File: src/rtl/q5_sweep_controller.sv
// q5_sweep_controller
// Self-checking stimulus sequencer for the 8-bit Q5 datapath. A start pulse
// sweeps every vector 0..LAST_VEC onto dut_in, one per clock. Each response on
// dut_out is compared, DUT_LATENCY cycles later, against the golden function
//   exp[6:0] = v[6:0], exp[7] = v[7] | ~v[6]
// and the controller reports a verdict, an error count and the first failing
// vector.
//
// Ports:
//   clk              in   system clock, all state on the rising edge
//   clear            in   synchronous active-high reset (beats start)
//   start            in   begin a sweep; honoured only in IDLE or DONE
//   dut_in           out  [7:0] stimulus to the circuit under test
//   dut_out          in   [7:0] response from the circuit under test
//   busy             out  high in RUN and DRAIN
//   done             out  high in DONE
//   pass             out  high in DONE when no vector mismatched
//   err_count        out  [8:0] mismatching vectors, saturates at 256
//   first_fail_vec   out  [7:0] stimulus of the first mismatch
//   first_fail_valid out  first_fail_vec holds a captured value
module q5_sweep_controller #(
  parameter int         DUT_LATENCY = 0,     // 0..4 cycles, 0 = combinational DUT
  parameter logic [7:0] LAST_VEC    = 8'hFF
) (
  input  logic       clk,
  input  logic       clear,
  input  logic       start,
  output logic [7:0] dut_in,
  input  logic [7:0] dut_out,
  output logic       busy,
  output logic       done,
  output logic       pass,
  output logic [8:0] err_count,
  output logic [7:0] first_fail_vec,
  output logic       first_fail_valid
);

  typedef enum logic [1:0] {
    S_IDLE  = 2'd0,
    S_RUN   = 2'd1,
    S_DRAIN = 2'd2,
    S_DONE  = 2'd3
  } state_e;

  // DRAIN lasts DUT_LATENCY edges; the counter leaves on its last value.
  localparam int         DRAIN_LAST_I = (DUT_LATENCY > 1) ? DUT_LATENCY - 1 : 0;
  localparam logic [1:0] DRAIN_LAST   = DRAIN_LAST_I[1:0];
  localparam logic [8:0] ERR_MAX      = 9'd256;

  function automatic logic [7:0] golden(input logic [7:0] v);
    return {v[7] | ~v[6], v[6:0]};
  endfunction

  state_e     state_q, state_d;
  logic [7:0] dut_in_q, dut_in_d;
  logic [1:0] drain_q, drain_d;
  logic [8:0] err_q, err_d;
  logic [7:0] ffv_q, ffv_d;
  logic       ffvalid_q, ffvalid_d;
  logic       busy_q, busy_d;
  logic       done_q, done_d;
  logic       pass_q, pass_d;

  logic       issue_vld;
  logic       cmp_vld;
  logic [7:0] cmp_vec;
  logic       mismatch;

  // A vector is being issued during every RUN cycle.
  assign issue_vld = (state_q == S_RUN);

  if (DUT_LATENCY == 0) begin : g_comb
    assign cmp_vld = issue_vld;
    assign cmp_vec = dut_in_q;
  end else begin : g_pipe
    logic [DUT_LATENCY-1:0] vld_pipe_q;
    logic [7:0]             vec_pipe_q [DUT_LATENCY];

    // Delay line aligning each issued vector with its DUT response.
    always_ff @(posedge clk) begin
      if (clear) begin
        vld_pipe_q <= '0;
        for (int k = 0; k < DUT_LATENCY; k++) vec_pipe_q[k] <= 8'h00;
      end else begin
        vld_pipe_q[0] <= issue_vld;
        vec_pipe_q[0] <= dut_in_q;
        for (int k = 1; k < DUT_LATENCY; k++) begin
          vld_pipe_q[k] <= vld_pipe_q[k-1];
          vec_pipe_q[k] <= vec_pipe_q[k-1];
        end
      end
    end

    assign cmp_vld = vld_pipe_q[DUT_LATENCY-1];
    assign cmp_vec = vec_pipe_q[DUT_LATENCY-1];
  end

  assign mismatch = cmp_vld && (dut_out != golden(cmp_vec));

  // Next-state, stimulus and scoreboard update.
  always_comb begin
    state_d   = state_q;
    dut_in_d  = dut_in_q;
    drain_d   = drain_q;
    err_d     = err_q;
    ffv_d     = ffv_q;
    ffvalid_d = ffvalid_q;

    if (mismatch) begin
      if (err_q != ERR_MAX) begin
        err_d = err_q + 9'd1;
      end
      if (!ffvalid_q) begin
        ffv_d     = cmp_vec;
        ffvalid_d = 1'b1;
      end
    end

    case (state_q)
      S_IDLE, S_DONE: begin
        // No compare is pending here, so clearing the scoreboard is safe.
        if (start) begin
          state_d   = S_RUN;
          dut_in_d  = 8'h00;
          drain_d   = 2'd0;
          err_d     = 9'd0;
          ffv_d     = 8'h00;
          ffvalid_d = 1'b0;
        end
      end
      S_RUN: begin
        if (dut_in_q == LAST_VEC) begin
          // dut_in holds LAST_VEC; it is never wrapped.
          state_d = (DUT_LATENCY > 0) ? S_DRAIN : S_DONE;
          drain_d = 2'd0;
        end else begin
          dut_in_d = dut_in_q + 8'd1;
        end
      end
      S_DRAIN: begin
        if (drain_q == DRAIN_LAST) begin
          state_d = S_DONE;
        end else begin
          drain_d = drain_q + 2'd1;
        end
      end
      default: state_d = S_IDLE;
    endcase

    busy_d = (state_d == S_RUN) || (state_d == S_DRAIN);
    done_d = (state_d == S_DONE);
    pass_d = (state_d == S_DONE) && (err_d == 9'd0);
  end

  // State and output registers.
  always_ff @(posedge clk) begin
    if (clear) begin
      state_q   <= S_IDLE;
      dut_in_q  <= 8'h00;
      drain_q   <= 2'd0;
      err_q     <= 9'd0;
      ffv_q     <= 8'h00;
      ffvalid_q <= 1'b0;
      busy_q    <= 1'b0;
      done_q    <= 1'b0;
      pass_q    <= 1'b0;
    end else begin
      state_q   <= state_d;
      dut_in_q  <= dut_in_d;
      drain_q   <= drain_d;
      err_q     <= err_d;
      ffv_q     <= ffv_d;
      ffvalid_q <= ffvalid_d;
      busy_q    <= busy_d;
      done_q    <= done_d;
      pass_q    <= pass_d;
    end
  end

  assign dut_in           = dut_in_q;
  assign busy             = busy_q;
  assign done             = done_q;
  assign pass             = pass_q;
  assign err_count        = err_q;
  assign first_fail_vec   = ffv_q;
  assign first_fail_valid = ffvalid_q;

endmodule

File: config.mk
export PLATFORM = sky130hd
export DESIGN_NAME = q5_sweep_controller
export DESIGN_NICKNAME = d
export VERILOG_FILES = /design/src/rtl/q5_sweep_controller.sv
export SDC_FILE = /design/constraint.sdc
export NUM_CORES = 1
export LEC_CHECK = 0
export ABC_AREA = 1
export BUFFER_PORTS_ARGS = -buffer_cell sky130_fd_sc_hd__buf_2
export CAP_MARGIN = 10
export CORE_UTILIZATION = 55
export DETAILED_ROUTE_END_ITERATION = 12
export GPL_TIMING_DRIVEN = 0
export PLACE_DENSITY = 0.92
export SYNTH_ARGS = -nofsm -noshare
export SYNTH_HDL_FRONTEND = slang
export SYNTH_SLANG_ARGS = --single-unit
File: constraint.sdc
create_clock -name clk -period 2.9 [get_ports clk]
set_clock_uncertainty 0.2 [all_clocks]
set_input_delay 0.145 -clock clk [delete_from_list [all_inputs] [get_ports clk]]
set_output_delay 0.145 -clock clk [all_outputs]
set_load 0.05 [all_outputs]
-- Word-level counts from Yosys, hierarchy flattened
Cells that the tools add are included.
- add/sub/neg operators: 3
- equality and inequality tests: 13
- muxes and demuxes: 22
- bitwise logic cells: 2
- reduce and logical (&&, ||, !) cells: 10
- operator list (cell ; number):
    $mux 8 ; 6
    $mux 9 ; 4
    $pmux 8 s2 ; 1
    $mux 2 ; 6
    $pmux 2 s3 ; 2
    $add 9x1->9 const B ; 1
    $logic_not 9->1 ; 1
    $ne 9x9->1 const B ; 1
    $add 8x1->8 const B ; 1
    $eq 2x2->1 const B ; 4
    $eq 8x8->1 const B ; 1
    $ne 8x8->1 ; 1
    $ne 2x2->1 const B ; 3
    $reduce_and 3->1 ; 2
    $eq 2x1->1 const B ; 2
    $logic_not 2->1 ; 2
    $mux 1 ; 3
    $add 2x1->2 const B ; 1
    $logic_and 1x1->1 ; 2
    $ne 2x1->1 const B ; 1
    $reduce_bool 2->1 ; 1
    $reduce_or 2->1 ; 1
    $logic_or 1x1->1 ; 1
    $not 1->1 ; 1
    $or 1x1->1 ; 1
- flip-flop bits (word level): 33
- input bits: 11

-- Longest topological paths before layout
- depth in word-level cells: 9
- gate-level depth with buffers: 14
- mapped depth without buffers: 14

-- Worst setup path before layout
No wires, ideal clock.
- path type: reg2reg
- from: register dut_in_q[1], in the netlist dut_in[1]
- to: register pass_q, in the netlist pass
- data arrival time: 2070 ps
- required time: 2636 ps
- path slack: 566 ps
- cell stages (with the launch flop): 15
- buffers on the path: 0
- cell sequence: dfxtp_1 -> ha_1 -> nand2_1 -> inv_1 -> nand3_1 -> nor3_2 -> nand2_1 -> o211ai_1 -> a22oi_1 -> inv_1 -> ha_1 -> inv_1 -> nor2_1 -> nand4_1 -> nor2_1
- RTL lines (item ; line ; text):
    start, declared ; 55 ; logic [7:0] dut_in_q, dut_in_d;
    start signal, assigned ; 169 ; dut_in_q <= dut_in_d;
    $eq 8x8->1 ; 132 ; if (dut_in_q == LAST_VEC) begin
    $mux 2 ; 132 ;
    $pmux 2 s3 ; 119 ; case (state_q)
    named net state_d[1] ; 54 ; state_e state_q, state_d;
    $eq 2x2->1 ; - ;
    named net done_d ; 61 ; logic done_q, done_d;
    $logic_and 1x1->1 ; 152 ; pass_d = (state_d == S_DONE) && (err_d == 9'd0);
    end signal, assigned ; 176 ; pass_q <= pass_d;
    end, declared ; 62 ; logic pass_q, pass_d;
The timed path passes the listed nets, and every way through them passes these cells.
A chain may end at the register's enable or synchronous reset.

-- Final worst setup path
Ends and elaborated chain as after synthesis.

==> impl_metrics.csv <==
group,metric,value,unit
status,outcome,"completed",
sta,timing.final.max_slew_violations,0,
flow_run,maxCapViolations,0,
synthesis,synth_area_per_cell,7.12,sq um
place,dp_hpwl,2.96,mm
routing,post_drt_via_cell_ratio,5.10,
synthesis,postSynth.asyncResetShare,0,%
synthesis,synth.top_cell.area_share,37.4,%
clock_tree,cts.sink_count,33,
routing,final_antenna_net_count,0,
synthesis,synth_top_flop_cell,"sky130_fd_sc_hd__dfxtp_1",
clock_tree,cts.repair.resized,0,
synthesis,synth_warnings,0,
routing,wl_met3,216,um
setup_path,critPathCaptureType,"flop",
floorplanning,core.rowCount,20,
power,vdd_drop_max,352,uV
global_route,overflow,0,
sta,setup_viol,0,
power,static-leakage-power,1.06,nW
setup_path,path_max_fanout,6,
synthesis,synth.yosys.seq_area_share,37.4,%
floorplanning,die_ht,58.7,um
clock_tree,cts_setup_buffers,0,
sta,hold_viol,0,
routing,highest-signal-layer,"met4",
routing,drt_pre_antenna_iters,5,
sta,fmax,437,MHz
clock_tree,clk_pin_slew_worst_paths,0.10,ns
floorplanning,starting_density_of_the_core,57.9,%
sta,post-route-min-period,2.29,ns
clock_tree,cts_hold_buf,1,
synthesis,post_synth_instance_area,1770,sq um
setup_path,start_kind,"flop",
synthesis,synthDistinctLibCells,31,
global_route,global_route.usage.total,26.3,%
floorplanning,chipWidth,58.7,um
setup_path,rr_endpoint,"pass",
setup_path,regToRegSetupSlack,0.61,ns
sta,summed_negative_setup_slack_over_all_endpoints,0,ns
synthesis,synth-seq-cells,33,
synthesis,most_instantiated_library_cell_after_synthesis,"sky130_fd_sc_hd__nand2_1",
routing,route.detailed.drc,0,
synthesis,syn-instance-count,248,
sta,worst_slew_pin_slew,0.492,ns
floorplanning,io_pins,40,
setup_path,worstRegToRegCells,14,
layout,final_net_count,313,
layout,num_antenna_cells,0,
synthesis,synth.top_cells.by_count,"sky130_fd_sc_hd__nand2_1, sky130_fd_sc_hd__inv_1, sky130_fd_sc_hd__dfxtp_1",
worst_hold_path,timing.hold.worst_path_depth,4,
synthesis,mappedNetlistNets,266,
global_route,grt_max_degree,11,
setup_path,arr_time_crit_path,2.37,ns
routing,number_of_violations_reported_at_the_end_of_detailed_routing_iteration_0,98,
worst_hold_path,hold_start,"start",
routing,routed_wirelength,3.95,mm
clock_tree,clock_tree_from_tritoncts,"yes",
sta,remaining_max_slew_budget_at_the_tightest_pin,67.1,%
floorplanning,design.die.area,3440,sq um
setup_path,timing.setup.critical_path_class,"flop to flop",
layout,syn_to_final_growth,17.5,%
synthesis,yosys.area.top_type,"sky130_fd_sc_hd__dfxtp_1",
global_route,grt_pass1_vias,1659,
synthesis,synth_edf_count,0,
place,io_buffers,39,
worst_hold_path,hp-class,"input pin to flop",
global_route,grt_first_pass_wirelength,6.85,mm
clock_tree,ctsLongestPathBuffers,2,
sta,grt_setup_unrepaired,"false",
routing,route.met2.wl,1.88,mm
worst_hold_path,min_to,"err_count[8]",
layout,layout_cell_share_with_drive_strength_beyond_1,20.9,%
power,pwr_density_cell,479,nW/um^2
setup_path,rr_startpoint,"dut_in[1]",
routing,post_drt_wl_per_cell,11.6,um
routing,met1_length,1.80,mm
place,finalWeightedCongestion,0.874,
clock_tree,worstSkewPairLatency,0.34,ns
clock_tree,cts.htree.levels,2,
clock_tree,numCtsBuffers,5,
setup_path,cp_data_required_time,2.98,ns
floorplanning,core-area,3050,sq um
routing,vias,1735,
clock_tree,cts_root_buffer,"sky130_fd_sc_hd__clkbuf_4",
power,total_power,0.993,mW
global_route,initial_antenna_violation_count,0,
sta,final_min_period_over_clock_period,79.0,%
synthesis,synthTopCellsByArea,"sky130_fd_sc_hd__dfxtp_1, sky130_fd_sc_hd__nand2_1, sky130_fd_sc_hd__inv_1",
==> report_power, final <==
part / switching, mW / internal (mW)
Combinational: 0.179 / 0.0704
Sequential: 0.0169 / 0.477
Clock: 0.153 / 0.0965
Total: 0.350 / 0.644
==> how the worst max path moves through the flow <==
stage	start	end	slack (ns)	cells after the start
floorplan	dut_in[1]	pass	0.57	14
global placement	dut_in[1]	pass	0.73	14
detailed placement	dut_in[1]	pass	0.66	14
CTS	dut_in[1]	pass	0.61	14
global route	dut_in[1]	pass	0.40	14
finish	dut_in[1]	pass	0.61	14
==> logic make-up (layout without fill, tap and decap cells) <==
family | Yosys count | after routing | synth area share (%)
AO/OA/AOI/OAI | 35 | 35 | 11.0
XOR/XNOR | 11 | 11 | 5.45
adder cells (fa/ha/maj) | 7 | 7 | 4.96
buffers and inverters | 46 | 94 | 10.9
flip-flops | 33 | 33 | 37.4
AND/OR/NAND/NOR | 116 | 116 | 30.3
==> layout make-up <==
class | count | area, sq um
flip-flops and latches | 33 | 661
repair buffers | 40 | 205
inverters | 42 | 158
well taps | 44 | 55.1
clock buffers | 8 | 48.8
fillers | 272 | 977
multi-input cells | 169 | 913
plain buffers | 4 | 35.0
==> per-stage QoR <==
step	instance area, sq um	hold slack [ns]	worst slack, ns	std cells	utilization (%)
after floorplan	1770	0.0235	0.566	248	-
after global placement	2020	0.196	0.731	331	66.1
after CTS	2080	0.00621	0.609	340	68.0
after global routing	2080	0.0590	0.401	340	68.0
after detailed placement	2020	0.212	0.662	331	66.1
final	2080	0.0270	0.610	340	68.0
==> flip-flops by register name, summed over array words and instances (netlist names) <==
| register | count |
|---|---|
| busy | 1 |
| done | 1 |
| drain_q | 2 |
| dut_in | 8 |
| err_count | 9 |
| first_fail_valid | 1 |
| first_fail_vec | 8 |
| pass | 1 |
| state_q | 2 |
==> worst max-delay path, cell delays in order, from the launching register on <==
cell and delay [ns]:
sky130_fd_sc_hd__dfxtp_1 0.50, sky130_fd_sc_hd__ha_1 0.23, sky130_fd_sc_hd__nand2_1 0.07, sky130_fd_sc_hd__inv_1 0.09, sky130_fd_sc_hd__nand3_1 0.09, sky130_fd_sc_hd__nor3_2 0.15, sky130_fd_sc_hd__nand2_1 0.10, sky130_fd_sc_hd__o211ai_1 0.11
sky130_fd_sc_hd__a22oi_1 0.12, sky130_fd_sc_hd__inv_1 0.08, sky130_fd_sc_hd__ha_1 0.14, sky130_fd_sc_hd__inv_1 0.04, sky130_fd_sc_hd__nor2_1 0.11, sky130_fd_sc_hd__nand4_1 0.11, sky130_fd_sc_hd__nor2_1 0.09
==> layout by cell type, fill, tap and decap left out, types with 2 or more instances in the layout <==
cell,instances
sky130_fd_sc_hd__nor2_2,2
sky130_fd_sc_hd__nor2_1,32
sky130_fd_sc_hd__nand3_1,18
sky130_fd_sc_hd__nand4_1,4
sky130_fd_sc_hd__inv_2,2
sky130_fd_sc_hd__xnor2_1,5
sky130_fd_sc_hd__nand2_1,45
sky130_fd_sc_hd__a211oi_1,2
sky130_fd_sc_hd__xor2_1,6
sky130_fd_sc_hd__buf_2,40
sky130_fd_sc_hd__o21ai_1,4
sky130_fd_sc_hd__clkbuf_4,5
sky130_fd_sc_hd__nand2_4,2
sky130_fd_sc_hd__o21ai_0,9
sky130_fd_sc_hd__inv_1,40
sky130_fd_sc_hd__nand2_2,3
sky130_fd_sc_hd__a21oi_1,16
sky130_fd_sc_hd__ha_1,7
sky130_fd_sc_hd__nor3_1,5
sky130_fd_sc_hd__dfxtp_1,33
sky130_fd_sc_hd__clkbuf_1,4
==> layer usage <==
metal,up-vias,GRT usage (%)
met5,-,0
met4,0,12.9
met3,6,4.62
met2,56,44.8
met1,790,32.0
li1,883,-
No activity file was read; power rests on OpenSTA's default activity.
